===== src/rtl/locker_ctrl.sv =====
// locker_ctrl: combination-lock controller for the Locker design.
//
// Digits arrive as a latched 4-bit KEY value with a latched valid level KEY_V
// from the D_EN key stage. A digit is accepted on the rising edge of KEY_V,
// which is detected against a registered copy of KEY_V. The controller
// collects DIGITS digits, compares them with the stored code, and then opens
// the door, counts a failure, or enters a timed lockout. While the door is
// open, PROG starts reprogramming of the stored code and LOCK closes the door
// or aborts programming.
//
// Ports:
//   C            in   clock, rising edge
//   CLRn         in   asynchronous active-low reset
//   KEY[3:0]     in   latched key value
//   KEY_V        in   latched key-valid level
//   PROG         in   request code change (honoured only while open)
//   LOCK         in   close door / abort programming
//   OPEN         out  door open (registered)
//   ALARM        out  lockout active (registered)
//   DIG_CNT[2:0] out  digits collected in the current entry
//   FAIL_CNT[1:0] out consecutive failed codes
//   dbg_state_o  out  current FSM state (0 IDLE, 1 CHECK, 2 OPEN, 3 PRG, 4 LOCKOUT)
//
// Handshake: there is no valid/ready pairing on this block. KEY_V is a level;
// one digit is taken per low-to-high transition of KEY_V seen at a rising
// edge of C, with KEY sampled at that same edge. The block never stalls the
// key stage; digits arriving in CHECK, OPEN or LOCKOUT are dropped.
module locker_ctrl #(
  parameter int          DIGITS       = 4,
  parameter logic [15:0] DEFAULT_CODE = 16'h1234,
  parameter int          MAX_FAIL     = 3,
  parameter int          OPEN_CYC     = 500,
  parameter int          LOCKOUT_CYC  = 1000
) (
  input  logic       C,
  input  logic       CLRn,
  input  logic [3:0] KEY,
  input  logic       KEY_V,
  input  logic       PROG,
  input  logic       LOCK,
  output logic       OPEN,
  output logic       ALARM,
  output logic [2:0] DIG_CNT,
  output logic [1:0] FAIL_CNT,
  output logic [2:0] dbg_state_o
);

  localparam int          CW        = 4 * DIGITS;
  localparam logic [2:0]  DIG_LAST  = 3'(DIGITS);
  localparam logic [2:0]  FAIL_LIM  = 3'(MAX_FAIL);
  localparam logic [15:0] OPEN_LOAD = 16'(OPEN_CYC - 1);
  localparam logic [15:0] LOCK_LOAD = 16'(LOCKOUT_CYC - 1);

  typedef enum logic [2:0] {
    S_IDLE    = 3'd0,
    S_CHECK   = 3'd1,
    S_OPEN    = 3'd2,
    S_PRG     = 3'd3,
    S_LOCKOUT = 3'd4
  } state_e;

  state_e          state_q, state_d;
  logic [CW-1:0]   entry_q, entry_d;
  logic [CW-1:0]   code_q, code_d;
  logic [2:0]      dig_cnt_q, dig_cnt_d;
  logic [1:0]      fail_cnt_q, fail_cnt_d;
  logic [15:0]     timer_q, timer_d;
  logic            kv_q;
  logic            open_q, open_d;
  logic            alarm_q, alarm_d;

  logic            accept;
  logic [CW-1:0]   entry_shift;
  logic [2:0]      dig_inc;
  logic [2:0]      fail_inc;

  assign accept      = KEY_V & ~kv_q;
  assign entry_shift = {entry_q[CW-5:0], KEY};
  assign dig_inc     = dig_cnt_q + 3'd1;
  // One bit wider than FAIL_CNT so the compare with the limit cannot wrap.
  assign fail_inc    = {1'b0, fail_cnt_q} + 3'd1;

  // State and datapath registers.
  always_ff @(posedge C or negedge CLRn) begin
    if (!CLRn) begin
      state_q    <= S_IDLE;
      entry_q    <= '0;
      // Digit 0 sits in the top nibble of the default code.
      code_q     <= DEFAULT_CODE[15 -: CW];
      dig_cnt_q  <= 3'd0;
      fail_cnt_q <= 2'd0;
      timer_q    <= 16'd0;
      kv_q       <= 1'b0;
      open_q     <= 1'b0;
      alarm_q    <= 1'b0;
    end else begin
      state_q    <= state_d;
      entry_q    <= entry_d;
      code_q     <= code_d;
      dig_cnt_q  <= dig_cnt_d;
      fail_cnt_q <= fail_cnt_d;
      timer_q    <= timer_d;
      kv_q       <= KEY_V;
      open_q     <= open_d;
      alarm_q    <= alarm_d;
    end
  end

  // Next-state and datapath updates.
  always_comb begin
    state_d    = state_q;
    entry_d    = entry_q;
    code_d     = code_q;
    dig_cnt_d  = dig_cnt_q;
    fail_cnt_d = fail_cnt_q;
    timer_d    = timer_q;
    case (state_q)
      S_IDLE: begin
        if (accept) begin
          entry_d   = entry_shift;
          dig_cnt_d = dig_inc;
          if (dig_inc == DIG_LAST) state_d = S_CHECK;
        end
      end
      S_CHECK: begin
        dig_cnt_d = 3'd0;
        if (entry_q == code_q) begin
          fail_cnt_d = 2'd0;
          timer_d    = OPEN_LOAD;
          state_d    = S_OPEN;
        end else if (fail_inc < FAIL_LIM) begin
          fail_cnt_d = fail_inc[1:0];
          state_d    = S_IDLE;
        end else begin
          fail_cnt_d = FAIL_LIM[1:0];
          timer_d    = LOCK_LOAD;
          state_d    = S_LOCKOUT;
        end
      end
      S_OPEN: begin
        if (LOCK) begin
          state_d = S_IDLE;
        end else if (timer_q == 16'd0) begin
          state_d = S_IDLE;
        end else begin
          timer_d = timer_q - 16'd1;
          if (PROG) begin
            dig_cnt_d = 3'd0;
            state_d   = S_PRG;
          end
        end
      end
      S_PRG: begin
        // LOCK outranks a digit arriving in the same cycle.
        if (LOCK) begin
          dig_cnt_d = 3'd0;
          state_d   = S_IDLE;
        end else if (accept) begin
          entry_d = entry_shift;
          if (dig_inc == DIG_LAST) begin
            code_d    = entry_shift;
            dig_cnt_d = 3'd0;
            state_d   = S_IDLE;
          end else begin
            dig_cnt_d = dig_inc;
          end
        end
      end
      S_LOCKOUT: begin
        if (timer_q == 16'd0) begin
          fail_cnt_d = 2'd0;
          state_d    = S_IDLE;
        end else begin
          timer_d = timer_q - 16'd1;
        end
      end
      default: begin
        state_d = S_IDLE;
      end
    endcase
  end

  // Outputs follow the current state and are registered, which puts OPEN and
  // ALARM two edges after the edge that accepts the final digit.
  always_comb begin
    open_d  = (state_q == S_OPEN) || (state_q == S_PRG);
    alarm_d = (state_q == S_LOCKOUT);
  end

  assign OPEN        = open_q;
  assign ALARM       = alarm_q;
  assign DIG_CNT     = dig_cnt_q;
  assign FAIL_CNT    = fail_cnt_q;
  assign dbg_state_o = state_q;

endmodule


===== config.mk =====
export PLATFORM = sky130hd
export DESIGN_NAME = locker_ctrl
export DESIGN_NICKNAME = d
export VERILOG_FILES = /design/src/rtl/locker_ctrl.sv
export SDC_FILE = /design/constraint.sdc
export NUM_CORES = 1
export LEC_CHECK = 0
export ABC_AREA = 1
export CAP_MARGIN = 20
export CORE_MARGIN = 2
export CORE_UTILIZATION = 60
export DETAILED_ROUTE_END_ITERATION = 16
export PLACE_DENSITY = 0.8
export SETUP_SLACK_MARGIN = 0.4
export SYNTH_ARGS = -nofsm -noshare
export SYNTH_HDL_FRONTEND = slang
export SYNTH_SLANG_ARGS = --single-unit

===== constraint.sdc =====
create_clock -name C -period 2 [get_ports C]
set_input_delay 0.4 -clock C [delete_from_list [all_inputs] [get_ports C]]
set_output_delay 0.4 -clock C [all_outputs]
set_load 0.03 [all_outputs]

==> flow_summary.ini, run 1 <==
[outcome]
outcome = completed

[logic_synthesis]
synth_top_family_by_area = simple AND/OR/NAND/NOR gates
synth_compound_area_share_pct = 8.593
yosysWarnings = 0
synthTopCellsByArea = dfrtp_1 40%, nand2_1 17%, inv_1 6.1%
synth-seq-cells = 59
synth_fa_ha_area_share_pct = 1.102
yosys.area.top_type_share_pct = 39.66
synth-xor-area-share_pct = 1.285
synth_ff_type = dfrtp_1
syn_nets = 475
ys_seq_area_share_pct = 43.52
avgSynthCellArea_um2 = 7.359
synth_edf_count = 0
ys_types = 37
synth_mux_area_share_pct = 0
yosysMostFrequentCell = nand2_1
yosys.area_share.simple_pct = 35.70
ys_top_cells_by_count = 154 x nand2_1, 55 x inv_1, 54 x dfrtp_1
synth_area_mm2 = 0.003407
syn_inst = 463
yosys.area.top_type = dfrtp_1
synthArstFlopShare_pct = 100.0

[power]
peakVddDrop_uv = 934.8
p_seq_share_pct = 32.1
internal-power_mw = 3.277
switchingPower_mw = 2.653
switching_share_pct = 44.74
clockPowerShare_pct = 21.1
p_leak_nw = 2.128
powerDensity_mw_per_mm2 = 1346
combPwrFrac_pct = 46.9

[routing]
routed_wl_um = 7851
drtIter0Drc = 145
drcViolationCount = 0
wl_per_cell_um = 13.58
drt-vias-per-instance = 5.261
via_count = 3041
dr.pass1.iters = 4
ant_nets = 0

[die]
core_area_mm2 = 0.005507
die_w_um = 79.36
die_area_mm2 = 0.006297
boundaryPins = 19
num_rows = 27
initial_core_util_pct = 61.87
die_height_um = 79.36

[job]
cap_violations = 0

[global_routing]
antenna_found_initial = 0
grt_overflow = 0
track_usage_pct = 25.65
grt_max_degree = 33
grt_pass1_wl_um = 12630
grt_pass1_vias = 2832

[sta]
drv_slew = 0
hold_viol_final = 0
fin_worst_skew_ps = 7.757
fin_setup_tns_ps = 0
min_period_over_period_pct = 84.08
maxSlewHeadroom_pct = 62.88
setup_viol = 0
max_freq_mhz = 594.7
tightest_slew_ps = 556.8
period_minus_slack_ps = 1682
grt_setup_unrepaired = yes

[critical_path]
reg2reg_to = code_q[7]
crit_cells = 8
crit_fanout = 8
reg2reg_slack_ps = 320
critPathKind = reg -> reg
timing.rr.start = DIG_CNT[0]
crit_chain = ha_4 > xor2_2 > nand2_2 > nor2_4 > nand3_4 > clkbuf_16 > nand2_4 > o21ai_1
crit_required_ps = 2220
cp.buffers_inverters = 1
crit_family = simple AND/OR/NAND/NOR gates
endpoint = code_q[7]
r2r_cells = 8
worstPathArrival_ps = 1900
crit_path_max_incr_delay_ps = 450
cpMaxStageDelayCell = dfrtp_2
start_kind = register
startpoint = DIG_CNT[0]
worstSetupEndpointType = register

[clock_tree]
cts_tree = yes
cts_max_level = 3
cts.path.max_buffers = 2
cts.sinks = 59
root_buffer = clkbuf_8
clock_latency_ps = 330
numCtsBuffers = 9
cts.reportedPaths.clkPinSlew_ps = 70

[placed_design]
dp.cells = 547
routabilityCongestion = 0.9100
dp_hpwl_um = 4581
io_buffers = 18

[cells_and_area]
final_layout_size_suffix_gt1_share_pct = 31.82
stdcell_count = 578
area_growth_syn_to_layout_pct = 29.27
nFillCells = 324
layout.nets = 513
diodes = 0

[hold_path]
hp-class = in -> async
-- metal layers --
metal	global-route usage (%)	part of all wire (%)	wire, um	vias up
li1	-	-	-	1515
met5	0	0	0	-
met2	44.49	52	4094	67
met3	7.045	4.0	312	13
met4	6.552	1.3	101	0
met1	31.65	43	3343	1446
-- how the worst min path moves through the flow --
| stage | from | to | slack, ps | cells after the start |
|---|---|---|---|---|
| 2_1_floorplan | CLRn | ALARM | 100 | 0 |
| 3_3_place_gp | CLRn | entry_q[14] | 420 | 1 |
| 3_5_place_dp | CLRn | entry_q[14] | 430 | 1 |
| 4_1_cts | CLRn | entry_q[14] | 60 | 1 |
| 5_1_grt | CLRn | entry_q[10] | 90 | 1 |
| 6_report | CLRn | entry_q[14] | 50 | 1 |
-- cell type report --
cell class                 count  area, um^2  share of cell area, %
multi-input combinational    327        1934                  43.92
sequential                    59        1490                  33.84
timing repair buffer          36       395.4                  8.977
inverter                      68       267.8                  6.080
clock buffer                  11       151.4                  3.437
tap                           72       90.09                  2.045
clock inverter                 5       75.07                  1.705
-- flip-flops by register name, indices dropped and copies added (netlist names) --
| register | count |
|---|---|
| kv_q | 1 |
| dbg_state_o | 3 |
| ALARM | 1 |
| OPEN | 1 |
| entry_q | 16 |
| FAIL_CNT | 2 |
| DIG_CNT | 3 |
| timer_q | 16 |
| code_q | 16 |
-- power by group through the flow --
stage          Clock [mW]  Combinational, mW  Sequential, mW
5_1_grt              1.32               3.09            1.95
4_1_cts              1.26               2.52            1.88
3_3_place_gp            0               2.20            1.87
2_1_floorplan           0               1.71            1.96
6_report             1.25               2.78            1.90
3_5_place_dp            0               2.27            1.88
-- logic make-up (layout without fill, tap and decap cells) --
kind of cell             count (synthesis)  in the layout
buffers and inverters                   78            120
AND/OR/NAND/NOR                        264            265
flip-flops                              59             59
adder cells (fa/ha/maj)                  3              3
AO/OA/AOI/OAI                           54             54
XOR/XNOR                                 5              5
-- through the flow --
| stage | cell area, um^2 | hold WS (ps) | power (mW) | util [%] | setup WS (ps) |
|---|---|---|---|---|---|
| after floorplan | 3443 | 104.4 | 3.665 | - | 412.5 |
| after global placement | 3702 | 421.7 | 4.067 | 67.23 | 237.7 |
| after detailed placement | 3702 | 426.8 | 4.151 | 67.23 | 143.2 |
| after CTS | 4106 | 61.67 | 5.659 | 74.57 | 349.8 |
| after global routing | 4404 | 88.47 | 6.367 | 79.98 | 231.1 |
| final | 4404 | 51.78 | 5.930 | 79.98 | 318.3 |
-- timing repair --
item	in CTS	in global routing
cloned	1	3
gates resized for setup	44	72
endpoints found under the setup margin	34	45
hold buffers	0	0
setup buffers	5	6
pin swaps	18	28
-- cells in the final DEF (no fill, tap or decap), types with 4 or more instances in the layout --
cell type | netlist | layout
clkbuf_8 | 0 | 11
nand2_2 | 14 | 33
inv_1 | 55 | 50
dfstp_2 | 5 | 5
o21ai_1 | 11 | 11
nand3_1 | 29 | 19
nand2_8 | 1 | 4
nor2_2 | 4 | 4
dfrtp_2 | 0 | 6
buf_12 | 1 | 4
o21ai_2 | 3 | 10
nor2_4 | 5 | 11
xor2_1 | 5 | 4
buf_4 | 2 | 8
nand3_2 | 1 | 9
inv_2 | 11 | 16
dlygate4sd2_1 | 0 | 4
nand2_1 | 154 | 126
clkdlybuf4s50_1 | 0 | 7
o21ai_0 | 33 | 25
nor2_1 | 41 | 35
dfrtp_1 | 54 | 48
nand2_4 | 5 | 12
-- worst reg2reg max path, stage by stage, from the launching register on --
cell       delay, ps
dfrtp_2          450
ha_4             180
xor2_2           210
nand2_2           90
nor2_4           160
nand3_4          150
clkbuf_16        220
nand2_4           60
o21ai_1           60
No activity file was read; power rests on OpenSTA's default activity.
==> inputs of run 2 (changes only) <==
- CORE_UTILIZATION: 60 -> 54
- PLACE_DENSITY: 0.8 -> 0.76
- clock period: 2 -> 1.5 ns (I/O delays scaled with it)
==> flow_summary.ini, run 2 (synthesis results as in run 1) <==
[outcome]
outcome = finished with violations
violations = setup timing

[placed_design]
placed_cell_area_mm2 = 0.004116
routabilityCongestion = 0.8809
io_buffers = 18
dp.cells = 596
dp_hpwl_um = 4905

[routing]
wl_per_cell_um = 22.67
dr.pass1.iters = 6
drt-vias-per-instance = 6.366
via_count = 4100
routed_wl_um = 14600
drcViolationCount = 0
drtIter0Drc = 677
ant_nets = 0

[sta]
setup_viol = 56
fin_worst_skew_ps = 11.90
worst_slack_ps = -408.5
min_period_over_period_pct = 127.2
tightest_slew_ps = 341.3
hold_viol_final = 0
drv_slew = 0
period_minus_slack_ps = 1908
grt_setup_unrepaired = yes
max_freq_mhz = 524.0
maxSlewHeadroom_pct = 77.25

[power]
powerDensity_mw_per_mm2 = 1960
peakVddDrop_uv = 1761
p_leak_nw = 2.543
power_mw = 10.39

[die]
die_height_um = 83.43
die_area_mm2 = 0.006961
num_rows = 28
die_w_um = 83.43
core_area_mm2 = 0.006026
initial_core_util_pct = 56.54
boundaryPins = 19

[cells_and_area]
stdcell_area_mm2 = 0.005299
most-common-layout-cells = 105 x nand2_1, 55 x buf_4, 49 x inv_1
stdcell_count = 644
layout.nets = 576
multi_input_area_mm2 = 0.002208
area_growth_syn_to_layout_pct = 55.53
final_common_cell = nand2_1
diodes = 0
final_layout_size_suffix_gt1_share_pct = 47.63
nFillCells = 245
top_regs = code_q (16), entry_q (16), timer_q (16)
regArea_mm2 = 0.001490

[critical_path]
cpMaxStageDelayCell = dfrtp_1
worstSetupEndpointType = register
crit_family = simple AND/OR/NAND/NOR gates
start_kind = register
cpMostUsedCell = nand2_1
critPathKind = reg -> reg
worstPathArrival_ps = 2200
crit_path_max_incr_delay_ps = 410
cp.buffers_inverters = 1
crit_chain = buf_4 > nor2_1 > nand3_1 > nor2_1 > nand2_1 > nand2_1 > nand2_1 > nor2_1 > nand3_2 > nand2_1
crit_fanout = 4
crit_required_ps = 1800

[clock_tree]
cts.sinks = 59
clock_latency_ps = 360
cts.reportedPaths.clkPinSlew_ps = 80
numCtsBuffers = 9
cts.path.max_buffers = 2
cts_max_level = 3
cts_tree = yes
root_buffer = clkbuf_8

[global_routing]
antenna_found_initial = 0
grt_overflow = 0
grt_max_degree = 60
grt_pass1_wl_um = 14930
grt_pass1_vias = 3304
track_usage_pct = 26.62

[hold_path]
hp-class = in -> reg

[job]
cap_violations = 0
run 2: cell count changes in the layout (fill, tap and decap cells not counted), moves of 5 or more:
cell,change
nand2_1,-21
nand2_4,+17
o21ai_0,-20
o21ai_2,+14
buf_6,+21
o21ai_1,+5
buf_4,+47
run 2: timing repair:
| item | CTS | global route |
|---|---|---|
| hold buffers | 1 | 0 |
| endpoints found under the setup margin | 66 | 67 |
| resized for setup | 144 | 80 |
| cloned | 3 | 4 |
| buffers inserted | 11 | 13 |
| pin swaps | 50 | 51 |
| endpoints found under the hold margin | 54 | 0 |
run 2: final cells by class:
type | instances | area share, %
clock inverters | 4 | 1.370
well taps | 75 | 1.771
multi-input cells | 327 | 41.68
flip-flops and latches | 59 | 28.12
inverters | 68 | 5.006
clock buffers | 12 | 2.928
repair buffers | 99 | 19.13
run 2: per-layer routing:
layer	wire length [um]	vias up	global-route usage (%)
met3	1614	163	4.175
li1	-	1643	-
met1	4940	1887	33.29
met5	0	-	0
met2	6796	407	45.67
met4	1244	0	11.58
run 2: power by group:
part,switching [mW],internal [mW]
Sequential,0.605,2.02
Clock,0.748,1.03
Combinational,3.58,2.41
Total,4.94,5.45
run 2: path summary, 6_finish.rpt:
path                            startpoint     endpoint  slack [ps]  cells past startpoint
worst max-delay path            timer_q[7]  timer_q[15]        -410                     10
min in group asynchronous             CLRn   DIG_CNT[0]         500                      3
worst min register to register  entry_q[8]   entry_q[8]         530                      2
max in group asynchronous             CLRn   code_q[12]         670                      3
worst min-delay path                 KEY_V         kv_q         420                      1
worst max register to register  timer_q[7]  timer_q[15]        -410                     10
run 2: stage by stage:
stage / hold slack, ps / TNS, ps / worst slack [ps] / util, %
finish: 424.2 / -10570 / -408.5 / 87.94
global route: 435.6 / -13780 / -403.5 / 87.94
global placement: 326.7 / -3758 / -164.4 / 68.31
CTS: 418.9 / -1595 / -97.65 / 79.36
detailed placement: 333.2 / -5944 / -208.1 / 68.31
floorplan: 4.409 / -1363 / -70.57 / -
==> inputs of run 3 (changes only) <==
- CORE_UTILIZATION: 54 -> 57
- DONT_BUFFER_PORTS: default -> 1
- PLACE_DENSITY: 0.76 -> 0.75
==> flow_summary.ini, run 3 (synthesis results as in run 1) <==
[outcome]
outcome = finished with violations
violations = hold timing, setup timing

[critical_path]
crit_required_ps = 1740
start_kind = register
worstPathArrival_ps = 2080
timing.rr.start = timer_q[2]
startpoint = timer_q[2]
endpoint = timer_q[8]
crit_fanout = 3
r2r_cells = 7
reg2reg_to = timer_q[8]
critPathKind = reg -> reg
reg2reg_slack_ps = -350
worstSetupEndpointType = register

[routing]
ant_nets = 0
wl_met2_um = 6270
via_count = 3947
wl_met1_um = 4791
drt-vias-per-instance = 6.407
dr.pass1.iters = 8
drcViolationCount = 0
drtIter0Drc = 558
dr.max_layer_used = met4
wl_per_cell_um = 22.43
routed_wl_um = 13820
dr_wl_met3_um = 1617

[clock_tree]
clock_latency_ps = 360
root_buffer = clkbuf_8
numCtsBuffers = 9
cts_hold_buf = 1
cts_max_level = 3
cts.path.max_buffers = 2
cts.reportedPaths.clkPinSlew_ps = 90
cts.sinks = 59
cts_tree = yes

[global_routing]
track_usage_pct = 32.64
grt_pass1_vias = 3466
grt_max_degree = 60
grt_overflow = 0
antenna_found_initial = 0
grt_pass1_wl_um = 16270

[cells_and_area]
top_regs = code_q (16), entry_q (16), timer_q (16)
most-common-layout-cells = 102 x nand2_1, 47 x inv_1, 46 x nand2_2
stdcell_area_mm2 = 0.005052
layout.nets = 548
area_growth_syn_to_layout_pct = 48.29
diodes = 0
stdcell_count = 616
final_common_cell = nand2_1
final_layout_size_suffix_gt1_share_pct = 47.69

[sta]
worst_slack_ps = -348.5
whs_ps = -373.9
fin_worst_skew_ps = 18.88
drv_slew = 0
tightest_slew_ps = 451.8
maxSlewHeadroom_pct = 69.56
hold_viol_final = 59
period_minus_slack_ps = 1848
grt_setup_unrepaired = yes
max_freq_mhz = 541.0
min_period_over_period_pct = 123.2
setup_viol = 44

[die]
boundaryPins = 19
num_rows = 28
die_height_um = 81.31
die_w_um = 81.31
core_area_mm2 = 0.005851
die_area_mm2 = 0.006611
initial_core_util_pct = 58.23

[placed_design]
placed_cell_area_mm2 = 0.003874
routabilityCongestion = 0.8564
dp_hpwl_um = 4733
io_buffers = 0
dp.cells = 569

[hold_path]
hp-class = in -> async

[power]
peakVddDrop_uv = 1647
powerDensity_mw_per_mm2 = 2076
p_leak_nw = 2.387

[job]
cap_violations = 0
==> run 3: changes by cell type in the layout (fill, tap and decap cells not counted), moves of 3 or more <==
cell / delta
buf_6: -10
nand3_2: -4
nand2_8: +3
nand2_4: -6
nand3_1: +4
dfrtp_2: +3
buf_4: -12
nand2_2: +9
clkdlybuf4s50_1: -7
dfrtp_1: -3
nand2_1: -3
==> run 3: final cells by class <==
type | instances | area (um^2)
sequential | 59 | 1494
timing repair buffer | 68 | 705.7
inverter | 68 | 267.8
clock inverter | 4 | 120.1
multi-input combinational | 330 | 2216
tap | 75 | 93.84
fill | 200 | 798.3
clock buffer | 12 | 155.1
==> run 3: critical path, cell delays in order (launching register included) <==
cell and delay, ps:
dfrtp_1 450, nor2_4 190, nand2_4 100, buf_4 160, o21ai_0 390, o211ai_1 270, nand3_2 120, nand2_1 60
==> run 3: worst min-delay path by stage <==
stage	cells after the start	end	slack [ps]
final	0	DIG_CNT[1]	-370
after global routing	0	DIG_CNT[0]	-370
after CTS	0	timer_q[5]	-350
after detailed placement	0	timer_q[5]	8
after global placement	0	entry_q[15]	8
after floorplan	0	ALARM	4
==> run 3: metal layers <==
layer / GRT usage (%) / vias to the layer above
met5: 0 / -
met4: 17.29 / 0
met3: 7.778 / 136
met2: 56.72 / 406
met1: 36.90 / 1808
li1: - / 1597
==> run 3: stage by stage <==
stage                     worst slack [ps]  util [%]  setup TNS [ps]  power (mW)
after floorplan                     -70.57         -           -1363       5.078
after global placement              -98.48     66.21           -1661       5.849
after detailed placement            -105.8     66.21           -1967       5.970
after CTS                           -117.8     77.82           -2238       8.650
after global routing                -378.3     86.36          -10970       10.79
final                               -348.5     86.36           -9294       10.49
==> run 3: power by group <==
part	switching, mW	total, mW	internal, mW	leakage, nW
logic	3.50	5.72	2.21	1.51
clock network	0.757	2.12	1.37	0.137
registers	0.626	2.65	2.03	0.740
total	4.89	10.5	5.61	2.39
==> run 3: what timing repair did <==
item	CTS	global route
endpoints found under the hold margin	60	59
pin swaps	22	36
buffers inserted	12	10
gates resized for setup	64	94
cloned	4	4
setup endpoints to repair	66	67
